### src/rtl/dose_scheduler.sv
// Medication dose scheduler: time-of-day clock, programmable dose slots and a
// dispenser request FSM with an acknowledge timeout counted in seconds.
module dose_scheduler #(
  parameter int NUM_SLOTS     = 3,
  parameter int TICKS_PER_SEC = 50000000,
  parameter int ACK_TIMEOUT_S = 300,
  localparam int SW           = $clog2(NUM_SLOTS)
) (
  input  logic                 CLOCK_50,
  input  logic                 reset,
  input  logic                 set_time,
  input  logic [4:0]           set_hours,
  input  logic [5:0]           set_minutes,
  input  logic [5:0]           set_seconds,
  input  logic                 cfg_we,
  input  logic [SW-1:0]        cfg_slot,
  input  logic [4:0]           cfg_hours,
  input  logic [5:0]           cfg_minutes,
  input  logic                 cfg_enable,
  input  logic                 disp_ack,
  input  logic [NUM_SLOTS-1:0] missed_clr,
  output logic [4:0]           hours,
  output logic [5:0]           minutes,
  output logic [5:0]           seconds,
  output logic                 second_pulse,
  output logic                 disp_req,
  output logic [SW-1:0]        disp_slot,
  output logic [NUM_SLOTS-1:0] pending,
  output logic [NUM_SLOTS-1:0] missed,
  output logic [1:0]           dbg_state
);

  localparam int PW = $clog2(TICKS_PER_SEC + 1);
  localparam logic [PW-1:0] PRESC_LAST = PW'(TICKS_PER_SEC - 1);
  localparam logic [11:0]   TO_LAST    = 12'(ACK_TIMEOUT_S - 1);

  typedef enum logic [1:0] {ST_IDLE = 2'd0, ST_REQ = 2'd1, ST_DONE = 2'd2} state_t;

  state_t               r_state, w_state_nxt;
  logic                 r_run, r_tick;
  logic [PW-1:0]        r_presc;
  logic [4:0]           r_hh;
  logic [5:0]           r_mm, r_ss;
  logic [4:0]           r_slot_hh [NUM_SLOTS];
  logic [5:0]           r_slot_mm [NUM_SLOTS];
  logic [NUM_SLOTS-1:0] r_slot_en, r_pending, r_missed;
  logic [SW-1:0]        r_slot, w_slot_nxt, w_lowest;
  logic [11:0]          r_to_cnt;
  logic                 w_pulse, w_cfg_ok;
  logic [4:0]           w_ld_hh;
  logic [5:0]           w_ld_mm, w_ld_ss;
  logic [NUM_SLOTS-1:0] w_match, w_dis, w_cur, w_avail, w_fsm_clr, w_fsm_miss;

  // r_run is a one-flop release synchroniser: the prescaler first advances on
  // the second rising edge after reset deassertion.
  assign w_pulse  = r_run && !set_time && (r_presc == PRESC_LAST);
  assign w_ld_hh  = (set_hours   > 5'd23) ? 5'd23 : set_hours;
  assign w_ld_mm  = (set_minutes > 6'd59) ? 6'd59 : set_minutes;
  assign w_ld_ss  = (set_seconds > 6'd59) ? 6'd59 : set_seconds;
  assign w_cfg_ok = cfg_we && (int'(cfg_slot) < NUM_SLOTS) &&
                    (cfg_hours <= 5'd23) && (cfg_minutes <= 6'd59);

  always_ff @(posedge CLOCK_50 or negedge reset) begin
    if (!reset) begin
      r_run   <= 1'b0;
      r_tick  <= 1'b0;
      r_presc <= '0;
      r_hh    <= '0;
      r_mm    <= '0;
      r_ss    <= '0;
    end else begin
      r_run  <= 1'b1;
      r_tick <= w_pulse;
      if (set_time) begin
        r_presc <= '0;
        r_hh    <= w_ld_hh;
        r_mm    <= w_ld_mm;
        r_ss    <= w_ld_ss;
      end else if (r_run) begin
        if (w_pulse) begin
          r_presc <= '0;
          if (r_ss == 6'd59) begin
            r_ss <= '0;
            if (r_mm == 6'd59) begin
              r_mm <= '0;
              r_hh <= (r_hh == 5'd23) ? 5'd0 : r_hh + 5'd1;
            end else begin
              r_mm <= r_mm + 6'd1;
            end
          end else begin
            r_ss <= r_ss + 6'd1;
          end
        end else begin
          r_presc <= r_presc + PW'(1);
        end
      end
    end
  end

  always_ff @(posedge CLOCK_50 or negedge reset) begin
    if (!reset) begin
      for (int i = 0; i < NUM_SLOTS; i++) begin
        r_slot_hh[i] <= '0;
        r_slot_mm[i] <= '0;
      end
      r_slot_en <= '0;
    end else begin
      for (int i = 0; i < NUM_SLOTS; i++) begin
        if (w_cfg_ok && (cfg_slot == SW'(i))) begin
          r_slot_hh[i] <= cfg_hours;
          r_slot_mm[i] <= cfg_minutes;
          r_slot_en[i] <= cfg_enable;
        end
      end
    end
  end

  // A match is only possible in the cycle right after the tick that rolled seconds to 0.
  always_comb begin
    w_match  = '0;
    w_dis    = '0;
    w_cur    = '0;
    w_lowest = '0;
    for (int i = NUM_SLOTS - 1; i >= 0; i--) begin
      w_match[i] = r_tick && !set_time && r_slot_en[i] && (r_ss == 6'd0) &&
                   (r_hh == r_slot_hh[i]) && (r_mm == r_slot_mm[i]);
      w_dis[i]   = w_cfg_ok && !cfg_enable && (cfg_slot == SW'(i));
      w_cur[i]   = (r_slot == SW'(i));
      if (r_pending[i] && !w_dis[i]) w_lowest = SW'(i);
    end
  end

  assign w_avail = r_pending & ~w_dis;

  // Handshake: disp_req stays high with disp_slot frozen until disp_ack (only
  // sampled while disp_req=1), the timeout, or the served slot being disabled.
  always_comb begin
    w_state_nxt = r_state;
    w_slot_nxt  = r_slot;
    w_fsm_clr   = '0;
    w_fsm_miss  = '0;
    case (r_state)
      ST_IDLE: begin
        if (|w_avail) begin
          w_slot_nxt  = w_lowest;
          w_state_nxt = ST_REQ;
        end
      end
      ST_REQ: begin
        if (disp_ack || |(w_dis & w_cur)) begin
          w_fsm_clr   = w_cur;
          w_state_nxt = ST_DONE;
        end else if (w_pulse && (r_to_cnt == TO_LAST)) begin
          w_fsm_clr   = w_cur;
          w_fsm_miss  = w_cur;
          w_state_nxt = ST_DONE;
        end
      end
      ST_DONE: w_state_nxt = ST_IDLE;
      default: w_state_nxt = ST_IDLE;
    endcase
  end

  always_ff @(posedge CLOCK_50 or negedge reset) begin
    if (!reset) begin
      r_state   <= ST_IDLE;
      r_slot    <= '0;
      r_to_cnt  <= '0;
      r_pending <= '0;
      r_missed  <= '0;
    end else begin
      r_state   <= w_state_nxt;
      r_slot    <= w_slot_nxt;
      if (r_state != ST_REQ) r_to_cnt <= '0;
      else if (w_pulse)      r_to_cnt <= r_to_cnt + 12'd1;
      r_pending <= (r_pending & ~(w_fsm_clr | w_dis)) | (w_match & ~w_dis);
      r_missed  <= (r_missed & ~missed_clr) | w_fsm_miss | (w_match & r_pending);
    end
  end

  assign hours        = r_hh;
  assign minutes      = r_mm;
  assign seconds      = r_ss;
  assign second_pulse = w_pulse;
  assign disp_req     = (r_state == ST_REQ);
  assign disp_slot    = r_slot;
  assign pending      = r_pending;
  assign missed       = r_missed;
  assign dbg_state    = r_state;

endmodule

### config.mk
export PLATFORM = sky130hd
export DESIGN_NAME = dose_scheduler
export DESIGN_NICKNAME = d
export VERILOG_FILES = /design/src/rtl/dose_scheduler.sv
export SDC_FILE = /design/constraint.sdc
export NUM_CORES = 1
export LEC_CHECK = 0
export BUFFER_PORTS_ARGS = -buffer_cell sky130_fd_sc_hd__buf_2
export CORE_AREA = 10 10 105 116
export CTS_BUF_LIST = sky130_fd_sc_hd__clkbuf_2 sky130_fd_sc_hd__clkbuf_4 sky130_fd_sc_hd__clkbuf_8
export DETAILED_ROUTE_END_ITERATION = 8
export DIE_AREA = 0 0 115 126
export PLACE_DENSITY = 0.86
export SLEW_MARGIN = 20
export SYNTH_ARGS = -nofsm -noshare
export SYNTH_HDL_FRONTEND = slang
export SYNTH_SLANG_ARGS = --single-unit
export TNS_END_PERCENT = 5
### constraint.sdc
create_clock -name CLOCK_50 -period 4.6 [get_ports CLOCK_50]
set_clock_uncertainty 0.1 [all_clocks]
set_input_delay 0.92 -clock CLOCK_50 [delete_from_list [all_inputs] [get_ports CLOCK_50]]
set_output_delay 0.92 -clock CLOCK_50 [all_outputs]
set_load 0.03 [all_outputs]
==> impl_metrics.tcl, run 1 <==
set metrics [dict create \
    crit_buf_inv 2 \
    internal_power_uw 1460 \
    htreeDepth 3 \
    dieHeight_um 126 \
    layout-drive-gt1-share_pct 21.9 \
    maxCapViolCount 0 \
    synth_area_um2 5730 \
    hold_path_class "flip-flop to flip-flop" \
    clockRootBuffer "clkbuf_8" \
    syn2layout_area_growth_pct 10.9 \
    grt_setup_unrepaired "false" \
    syn_inst 580 \
    numCtsBuffers 9 \
    coreArea_um2 9790 \
    cp_common_cell "buf_2" \
    gp_congestion 0.919 \
    nets 679 \
    drt_iter0_drc 489 \
    antenna_found_initial 1 \
    yosys-top-cells-area "dfrtp_1, mux2_2, xnor2_1" \
    clock.fmax_ghz 0.284 \
    ir_drop_uv 170 \
    synth_enable_flop_cells 0 \
    clkPwrFrac_pct 30.1 \
    outcome "completed" \
    timing.final.hold_violations 0 \
    ys_types 63 \
    antenna_left 0 \
    worstSetupStartpointType "input port" \
    cpPeakStageDelay_ns 0.52 \
    die_w_um 115 \
    vias 4848 \
    clk_pin_slew_worst_paths_ns 0.10 \
    synth_top_area_share_pct 44.9 \
    vias_per_cell 6.38 \
    syn_nets 625 \
    dp_hpwl_um 10900 \
    worst_pin_slew_ns 0.894 \
    cp_cell_sequence "buf_2, or4_4, nor4_4, and2_2, buf_2" \
    maxSlewHeadroom_pct 40.4 \
    grt_first_pass_wirelength_um 24100 \
    fin_tns_setup_ns 0 \
    path_class "input port to primary output" \
    min_from "r_slot_en[0]" \
    fp.dieArea_um2 14500 \
    min_path_cells 1 \
    post_cts_buffers 0 \
    slew_violations 0 \
    ys_warn_count 0 \
    synth_most_common_cell "dfrtp_1" \
    floorplan.initialDensity_pct 58.5 \
    cts_resized 0 \
    finalSetupViolCount 0 \
    p_leak_uw 0.00268 \
    grt_usage_pct 20.1 \
    cts_hold_buf 0 \
    io_buffer_count 67 \
    numClockSinks 103 \
    seq_power_share_pct 52.9 \
    worst_ep_required_time_ns 3.58 \
    netSwitchingPower_uw 584 \
    detail_route.first_pass.iterations 5 \
    rows 38 \
    placedCellCount 743 \
    period_share_pct 76.4 \
    power_density_nw_per_um2 322 \
    reg2reg_from "r_presc[10]" \
    clock_path_buffers 2 \
    r2r_end "r_to_cnt[5]" \
    critPathSlowestCell "nor4_4" \
    synth_flop_cell "dfrtp_1" \
    pin_count 68 \
    p_total_uw 2050 \
    instances_no_fill 760 \
    synth.avg_cell_area_um2 9.89 \
    power.share.switching_pct 28.5 \
    r2r_setup_slack_ns 1.64 \
    grt_overflow_total 0 \
    async_flop_share_pct 100 \
    routedWlPerCell_um 19.3 \
    critPathArrivalTime_ns 2.50 \
    seq_area_frac_synth_pct 44.9 \
    insertion_delay_ns 0.38 \
    grt_max_degree 72 \
    drt_drc_violations_left 0 \
    crit_family "simple AND/OR/NAND/NOR gates" \
    wl_um 14700 \
    cts_tree "yes" \
    grt_pass1_vias 4837 \
    p_comb_share_pct 17.0 \
    ff2ff_path_depth 5 \
    end_kind "primary output" \
    synth_common_cells "dfrtp_1, nor2_1, xnor2_1" \
    holdPathEnd "r_slot_en[0]" \
    ys_seq_elements 103 \
    period_needed_ns 3.52 \
    synth_top_cell_by_area "dfrtp_1" \
    cp_max_fo 7 \
]
==> how the worst max path moves through the flow <==
stage                   endpoint  slack, ns      from  cells after the start
finish              second_pulse       1.08  set_time                      5
global route        second_pulse       0.98  set_time                      5
CTS                 second_pulse       1.08  set_time                      5
detailed placement  second_pulse       1.09  set_time                      5
global placement    second_pulse       1.12  set_time                      5
floorplan           second_pulse       1.46  set_time                      3
==> flip-flops by register name (all words and copies together), names as in the netlist <==
signal,flops
r_presc,26
r_slot_mm,18
seconds,6
r_to_cnt,12
disp_slot,2
missed,3
r_run,1
minutes,6
pending,3
r_tick,1
r_slot_en,3
hours,5
dbg_state,2
r_slot_hh,15
==> layer usage <==
metal | share of wire, % | GRT usage [%] | wire [um]
met5 | 0 | 0 | 0
met4 | 2.6 | 8.67 | 388
met3 | 7.7 | 4.65 | 1130
met2 | 50 | 33.7 | 7280
met1 | 40 | 23.9 | 5870
==> power groups by stage <==
stage | Sequential, uW | Combinational (uW) | Clock, uW
after detailed placement | 1100 | 346 | 0
after CTS | 1080 | 348 | 625
final | 1080 | 348 | 618
after global routing | 1090 | 377 | 658
after global placement | 1090 | 333 | 0
after floorplan | 1090 | 230 | 0
==> per-stage QoR <==
step	worst slack (ns)	utilization (%)	instance area (um2)	hold WS [ns]
floorplan	1.46	-	5730	0.379
global placement	1.12	62.7	6140	0.387
detailed placement	1.09	62.7	6140	0.409
CTS	1.08	64.9	6350	0.421
global route	0.980	64.9	6350	0.445
finish	1.08	64.9	6360	0.430
==> worst reg2reg max path, delay by kind of cell (launching register included) <==
| kind | cells | cell delay [ns] |
|---|---|---|
| AND/OR/NAND/NOR | 4 | 2.16 |
| AO/OA/AOI/OAI | 1 | 0.15 |
| flip-flops | 1 | 0.47 |
==> cells by family (layout without fill, tap and decap cells) <==
family / Yosys count / after routing / synth area share, %
other cells: 1 / 2 / 0.0654
simple gates: 242 / 242 / 24.4
compound gates: 91 / 91 / 10.3
buf+inv: 42 / 101 / 2.81
mux: 40 / 40 / 7.77
flops: 103 / 103 / 44.9
xor+xnor: 55 / 55 / 8.40
fa+ha+maj: 6 / 6 / 1.31
==> cells in the final DEF (no fill, tap or decap), types with 4 or more instances in the layout <==
cell type	instances
o21ai_0	23
nand2_1	37
nand2b_1	8
mux2i_1	4
o21a_1	6
buf_4	5
or2_2	5
and3_1	8
a21oi_1	23
xnor2_1	44
nor4_1	10
nor2b_1	5
nand4_1	31
a31oi_1	8
dfrtp_1	103
clkinv_2	4
inv_1	14
xor2_1	11
and4_1	4
mux2_2	36
buf_2	66
or3_1	12
nor2_1	44
clkbuf_8	9
nor4b_1	6
nand3_1	26
nor3_1	15
nor3b_1	5
ha_1	6
==> cell type report <==
class                   instances  area, um2
flip-flops and latches        103       2580
clock buffers                   9        124
multi-input cells             435       3000
well taps                     120        150
fillers                       761       3440
clock inverters                 7       87.6
inverters                      14       52.6
repair buffers                 71        368
diodes                          1       2.50
No activity file was read; power rests on OpenSTA's default activity.
==> inputs of run 2 (changes only) <==
--- a/config.mk
+++ b/config.mk
@@ -6,11 +6,11 @@
 export NUM_CORES = 1
 export LEC_CHECK = 0
 export BUFFER_PORTS_ARGS = -buffer_cell sky130_fd_sc_hd__buf_2
-export CORE_AREA = 10 10 105 116
+export CORE_AREA = 10 10 109 121
 export CTS_BUF_LIST = sky130_fd_sc_hd__clkbuf_2 sky130_fd_sc_hd__clkbuf_4 sky130_fd_sc_hd__clkbuf_8
 export DETAILED_ROUTE_END_ITERATION = 8
-export DIE_AREA = 0 0 115 126
-export PLACE_DENSITY = 0.86
+export DIE_AREA = 0 0 119 131
+export PLACE_DENSITY = 0.83
 export SLEW_MARGIN = 20
 export SYNTH_ARGS = -nofsm -noshare
 export SYNTH_HDL_FRONTEND = slang
==> constraint.sdc (replaced) <==
create_clock -name CLOCK_50 -period 2.95 [get_ports CLOCK_50]
set_clock_uncertainty 0.1 [all_clocks]
set_input_delay 0.59 -clock CLOCK_50 [delete_from_list [all_inputs] [get_ports CLOCK_50]]
set_output_delay 0.59 -clock CLOCK_50 [all_outputs]
set_load 0.03 [all_outputs]
==> run 2 against run 1 <==
  * Sequential share of layout area is 0.91 points lower
  * Critical path type is now flip-flop to primary output
  * Largest cell class unchanged
  * Via count is 0.72% higher
  * Register-to-register slack worse by 1.3 ns
  * Final area is 2.3% higher
==> impl_metrics.tcl, run 2 (synthesized netlist as in run 1, its figures left out) <==
set metrics [dict create \
    die_w_um 119 \
    setup_slack_ns 0.107 \
    grt_overflow_total 0 \
    maxCapViolCount 0 \
    worst_ep_required_time_ns 2.26 \
    layout-drive-gt1-share_pct 23.3 \
    routedWlPerCell_um 18.5 \
    worst_pin_slew_ns 0.727 \
    outcome "completed" \
    detail_route.first_pass.iterations 5 \
    clockRootBuffer "clkbuf_8" \
    instances_no_fill 798 \
    syn2layout_area_growth_pct 13.4 \
    timing.final.hold_violations 0 \
    final_common_cell "dfrtp_1" \
    coreArea_um2 10700 \
    end_kind "primary output" \
    ir_drop_uv 406 \
    period_share_pct 96.4 \
    path_class "flip-flop to primary output" \
    clock.fmax_ghz 0.352 \
    cp_max_fo 7 \
    antenna_found_initial 0 \
    worstSetupStartpointType "flip-flop" \
    numCtsBuffers 9 \
    final-seq-area_um2 2580 \
    gp_congestion 0.915 \
    cts_hold_buf 0 \
    fillCellCount 892 \
    dp_slack_ns 0.290 \
    largest_reg_flops 26 \
    grt_setup_unrepaired "false" \
    cts_tree "yes" \
    maxSlewHeadroom_pct 51.1 \
    diodes 0 \
    fin_area_um2 6500 \
    reg2reg_from "minutes[0]" \
    slew_violations 0 \
    dp_hpwl_um 11100 \
    vias 4883 \
    multi_input_area_um2 3000 \
    antenna_left 0 \
    grt_pass1_vias 4968 \
    reg_top3 "r_presc (26), r_slot_mm (18), r_slot_hh (15)" \
    r2r_setup_slack_ns 0.30 \
    period_needed_ns 2.84 \
    regMostFlops "r_presc" \
    io_buffer_count 67 \
    grt_usage_pct 19.3 \
    nets 691 \
    grt_first_pass_wirelength_um 24500 \
    rows 40 \
    dieHeight_um 131 \
    power_density_nw_per_um2 498 \
    drt_drc_violations_left 0 \
    grt_max_degree 57 \
    wl_um 14800 \
    layout_common_cells "dfrtp_1, buf_2, nor2_1, xnor2_1, nand2_1" \
    r2r_end "hours[3]" \
    post_cts_buffers 0 \
    hold_path_class "input port to async pin" \
    vias_per_cell 6.12 \
    placedCellCount 782 \
    floorplan.initialDensity_pct 53.5 \
    ff2ff_path_depth 6 \
    clk_pin_slew_worst_paths_ns 0.10 \
    critPathArrivalTime_ns 2.15 \
    placed_cell_area_um2 6280 \
    drt_iter0_drc 435 \
    insertion_delay_ns 0.39 \
    pin_count 68 \
    p_leak_uw 0.00276 \
    fp.dieArea_um2 15600 \
    holdWs_ns 0.114 \
    cts_resized 0 \
    fin_tns_setup_ns 0 \
    numClockSinks 103 \
    htreeDepth 3 \
    finalSetupViolCount 0 \
    clock_path_buffers 2 \
]
-- run 2: cell count changes in the layout (fill, tap and decap cells not counted), sizes merged --
cell      delta
buf         +12
clkbuf       +2
clkinv       -2
clkinvlp     -1
diode        -1
inv          +1
-- run 2: worst max-delay path by stage --
| stage | slack (ns) | endpoint | startpoint | depth (start not counted) |
|---|---|---|---|---|
| finish | 0.11 | second_pulse | r_presc[10] | 4 |
| global route | 0.06 | second_pulse | r_presc[10] | 4 |
| CTS | 0.09 | second_pulse | r_presc[10] | 4 |
| detailed placement | 0.29 | missed[1] | set_time | 8 |
| global placement | 0.23 | pending[0] | set_time | 8 |
| floorplan | 0.47 | second_pulse | set_time | 3 |
-- run 2: cell type report --
cell class / count / area share (%)
clock buffer: 11 / 2.23
clock inverter: 5 / 1.21
inverter: 14 / 0.808
multi-input combinational: 435 / 46.1
sequential: 103 / 39.6
tap: 147 / 2.83
timing repair buffer: 83 / 7.23
-- run 2: worst max-delay path: stages (launching register included) --
cell and delay [ns]:
dfrtp_1 0.47, or4_4 0.59, nor4_4 0.28, and2_2 0.23
buf_2 0.21
-- run 2: power by group --
part | switching, uW | internal [uW]
Sequential | 135 | 1550
Clock | 485 | 511
Combinational | 286 | 271
-- run 2: metal layers --
metal	track usage, %	routed length (um)	vias to the layer above
met4	9.06	418	0
met5	0	0	-
met1	22.4	6010	2393
li1	-	-	2247
met3	4.89	1130	39
met2	32.8	7200	204
-- run 2: through the flow --
stage / utilization (%) / total power, uW
floorplan: - / 2060
global placement: 58.6 / 2230
detailed placement: 58.6 / 2260
CTS: 60.7 / 3250
global route: 60.7 / 3370
finish: 60.7 / 3240
==> inputs of run 3 (changes only) <==
--- a/config.mk
+++ b/config.mk
@@ -6,10 +6,10 @@
 export NUM_CORES = 1
 export LEC_CHECK = 0
 export BUFFER_PORTS_ARGS = -buffer_cell sky130_fd_sc_hd__buf_2
-export CORE_AREA = 10 10 109 121
+export CORE_AREA = 10 10 114 116
 export CTS_BUF_LIST = sky130_fd_sc_hd__clkbuf_2 sky130_fd_sc_hd__clkbuf_4 sky130_fd_sc_hd__clkbuf_8
 export DETAILED_ROUTE_END_ITERATION = 8
-export DIE_AREA = 0 0 119 131
+export DIE_AREA = 0 0 124 126
 export PLACE_DENSITY = 0.83
 export SLEW_MARGIN = 20
 export SYNTH_ARGS = -nofsm -noshare
==> run 3 against run 2 <==
  * Combinational power is 1% lower
  * Final area rose by 0.21%
  * Sequential power barely moved
  * First-iteration DRC count fell by 1.4%
  * Count of clock-buffer cells in the layout is the same
  * Maximum frequency rose by 0.21%
==> impl_metrics.tcl, run 3 (synthesized netlist as in run 1, its figures left out) <==
set metrics [dict create \
    syn2layout_area_growth_pct 13.7 \
    grt_overflow_total 0 \
    power_density_nw_per_um2 499 \
    layout_common_cells "dfrtp_1, buf_2, nor2_1, xnor2_1, nand2_1" \
    drt_drc_violations_left 0 \
    fin_tns_setup_ns 0 \
    dp_hpwl_um 11000 \
    gp_congestion 0.927 \
    drt-met1-wl_um 6500 \
    grt_first_pass_wirelength_um 24100 \
    layout-drive-gt1-share_pct 23.6 \
    htreeDepth 3 \
    critPathArrivalTime_ns 2.15 \
    post_cts_buffers 0 \
    clk_pin_slew_worst_paths_ns 0.09 \
    period_needed_ns 2.84 \
    ir_drop_uv 305 \
    vias 4923 \
    rows 38 \
    end_kind "primary output" \
    regMostFlops "r_presc" \
    highest_layer "met4" \
    numClockSinks 103 \
    io_buffer_count 67 \
    pin_count 68 \
    p_leak_uw 0.00277 \
    insertion_delay_ns 0.38 \
    vias_per_cell 6.21 \
    nets 693 \
    diodes 0 \
    finalSetupViolCount 0 \
    final_common_cell "dfrtp_1" \
    path_class "flip-flop to primary output" \
    wl_um 14700 \
    maxSlewHeadroom_pct 55.0 \
    cp_cell_sequence "or4_4, nor4_4, and2_2, buf_2" \
    p_total_uw 3250 \
    worstSetupStartpointType "flip-flop" \
    grt_max_degree 53 \
    worst_ep_required_time_ns 2.26 \
    largest_reg_flops 26 \
    reg_top3 "r_presc (26), r_slot_mm (18), r_slot_hh (15)" \
    critPathSlowestCell "or4_4" \
    period_share_pct 96.2 \
    timing.final.hold_violations 0 \
    coreArea_um2 10700 \
    routedWlPerCell_um 18.5 \
    cpPeakStageDelay_ns 0.58 \
    dieHeight_um 126 \
    clock.fmax_ghz 0.352 \
    numCtsBuffers 9 \
    cts_resized 0 \
    die_w_um 124 \
    outcome "completed" \
    grt_setup_unrepaired "false" \
    cp_max_fo 7 \
    worst_pin_slew_ns 0.674 \
    antenna_found_initial 0 \
    wl_met3_um 1210 \
    wl_met2_um 6570 \
    fp.dieArea_um2 15600 \
    clock_path_buffers 2 \
    cts_tree "yes" \
    fillCellCount 857 \
    grt_pass1_vias 4900 \
    drt_iter0_drc 429 \
    detail_route.first_pass.iterations 5 \
    cts_hold_buf 0 \
    grt_usage_pct 18.8 \
    hold_path_class "input port to async pin" \
    clockRootBuffer "clkbuf_8" \
    floorplan.initialDensity_pct 53.6 \
    slew_violations 0 \
    antenna_left 0 \
    maxCapViolCount 0 \
]
[run 3: routing by layer]
layer	vias up	track usage [%]
li1	2257	-
met1	2410	25.6
met2	224	28.3
met3	32	3.44
met4	0	8.27
met5	-	0
[run 3: power breakdown]
part | leakage, uW | internal, uW | switching (uW)
combinational | 0.00133 | 270 | 282
sequential | 0.00132 | 1550 | 140
clock | 0.000118 | 520 | 494
total | 0.00277 | 2340 | 916
[run 3: final timing paths]
| kind | slack [ns] | endpoint | depth (start not counted) | start |
|---|---|---|---|---|
| setup / recovery | 0.11 | second_pulse | 4 | r_presc[10] |
| hold / removal | 0.14 | r_presc[14] | 1 | reset |
| setup reg to reg | 0.33 | hours[3] | 6 | minutes[0] |
| hold reg to reg | 0.43 | dbg_state[0] | 1 | dbg_state[1] |
| max in group asynchronous | 1.96 | r_presc[4] | 2 | reset |
| min in group CLOCK_50 | 0.34 | seconds[3] | 3 | set_seconds[3] |
[run 3: final cells by class]
class / count / area [um2] / area share, %
multi-input combinational: 435 / 3000 / 46.0
tap: 140 / 175 / 2.69
clock buffer: 11 / 145 / 2.23
sequential: 103 / 2580 / 39.5
timing repair buffer: 85 / 485 / 7.45
inverter: 14 / 52.6 / 0.806
clock inverter: 5 / 86.3 / 1.32
[run 3: worst max-delay path, delay by kind of cell, from the launching register on]
| kind | cells | cell delay, ns |
|---|---|---|
| DFF | 1 | 0.46 |
| buffers and inverters | 1 | 0.22 |
| and+or+nand+nor | 3 | 1.10 |
[run 3: metrics by stage]
stage	area, um2	setup slack [ns]	utilization, %	hold WS (ns)	cells
2_1_floorplan	5730	0.472	-	0.194	580
3_3_place_gp	6290	0.344	58.8	0.401	777
3_5_place_dp	6290	0.268	58.8	0.416	777
4_1_cts	6520	0.106	60.9	0.158	793
5_1_grt	6520	0.0336	60.9	0.199	793
6_report	6520	0.113	60.9	0.144	793
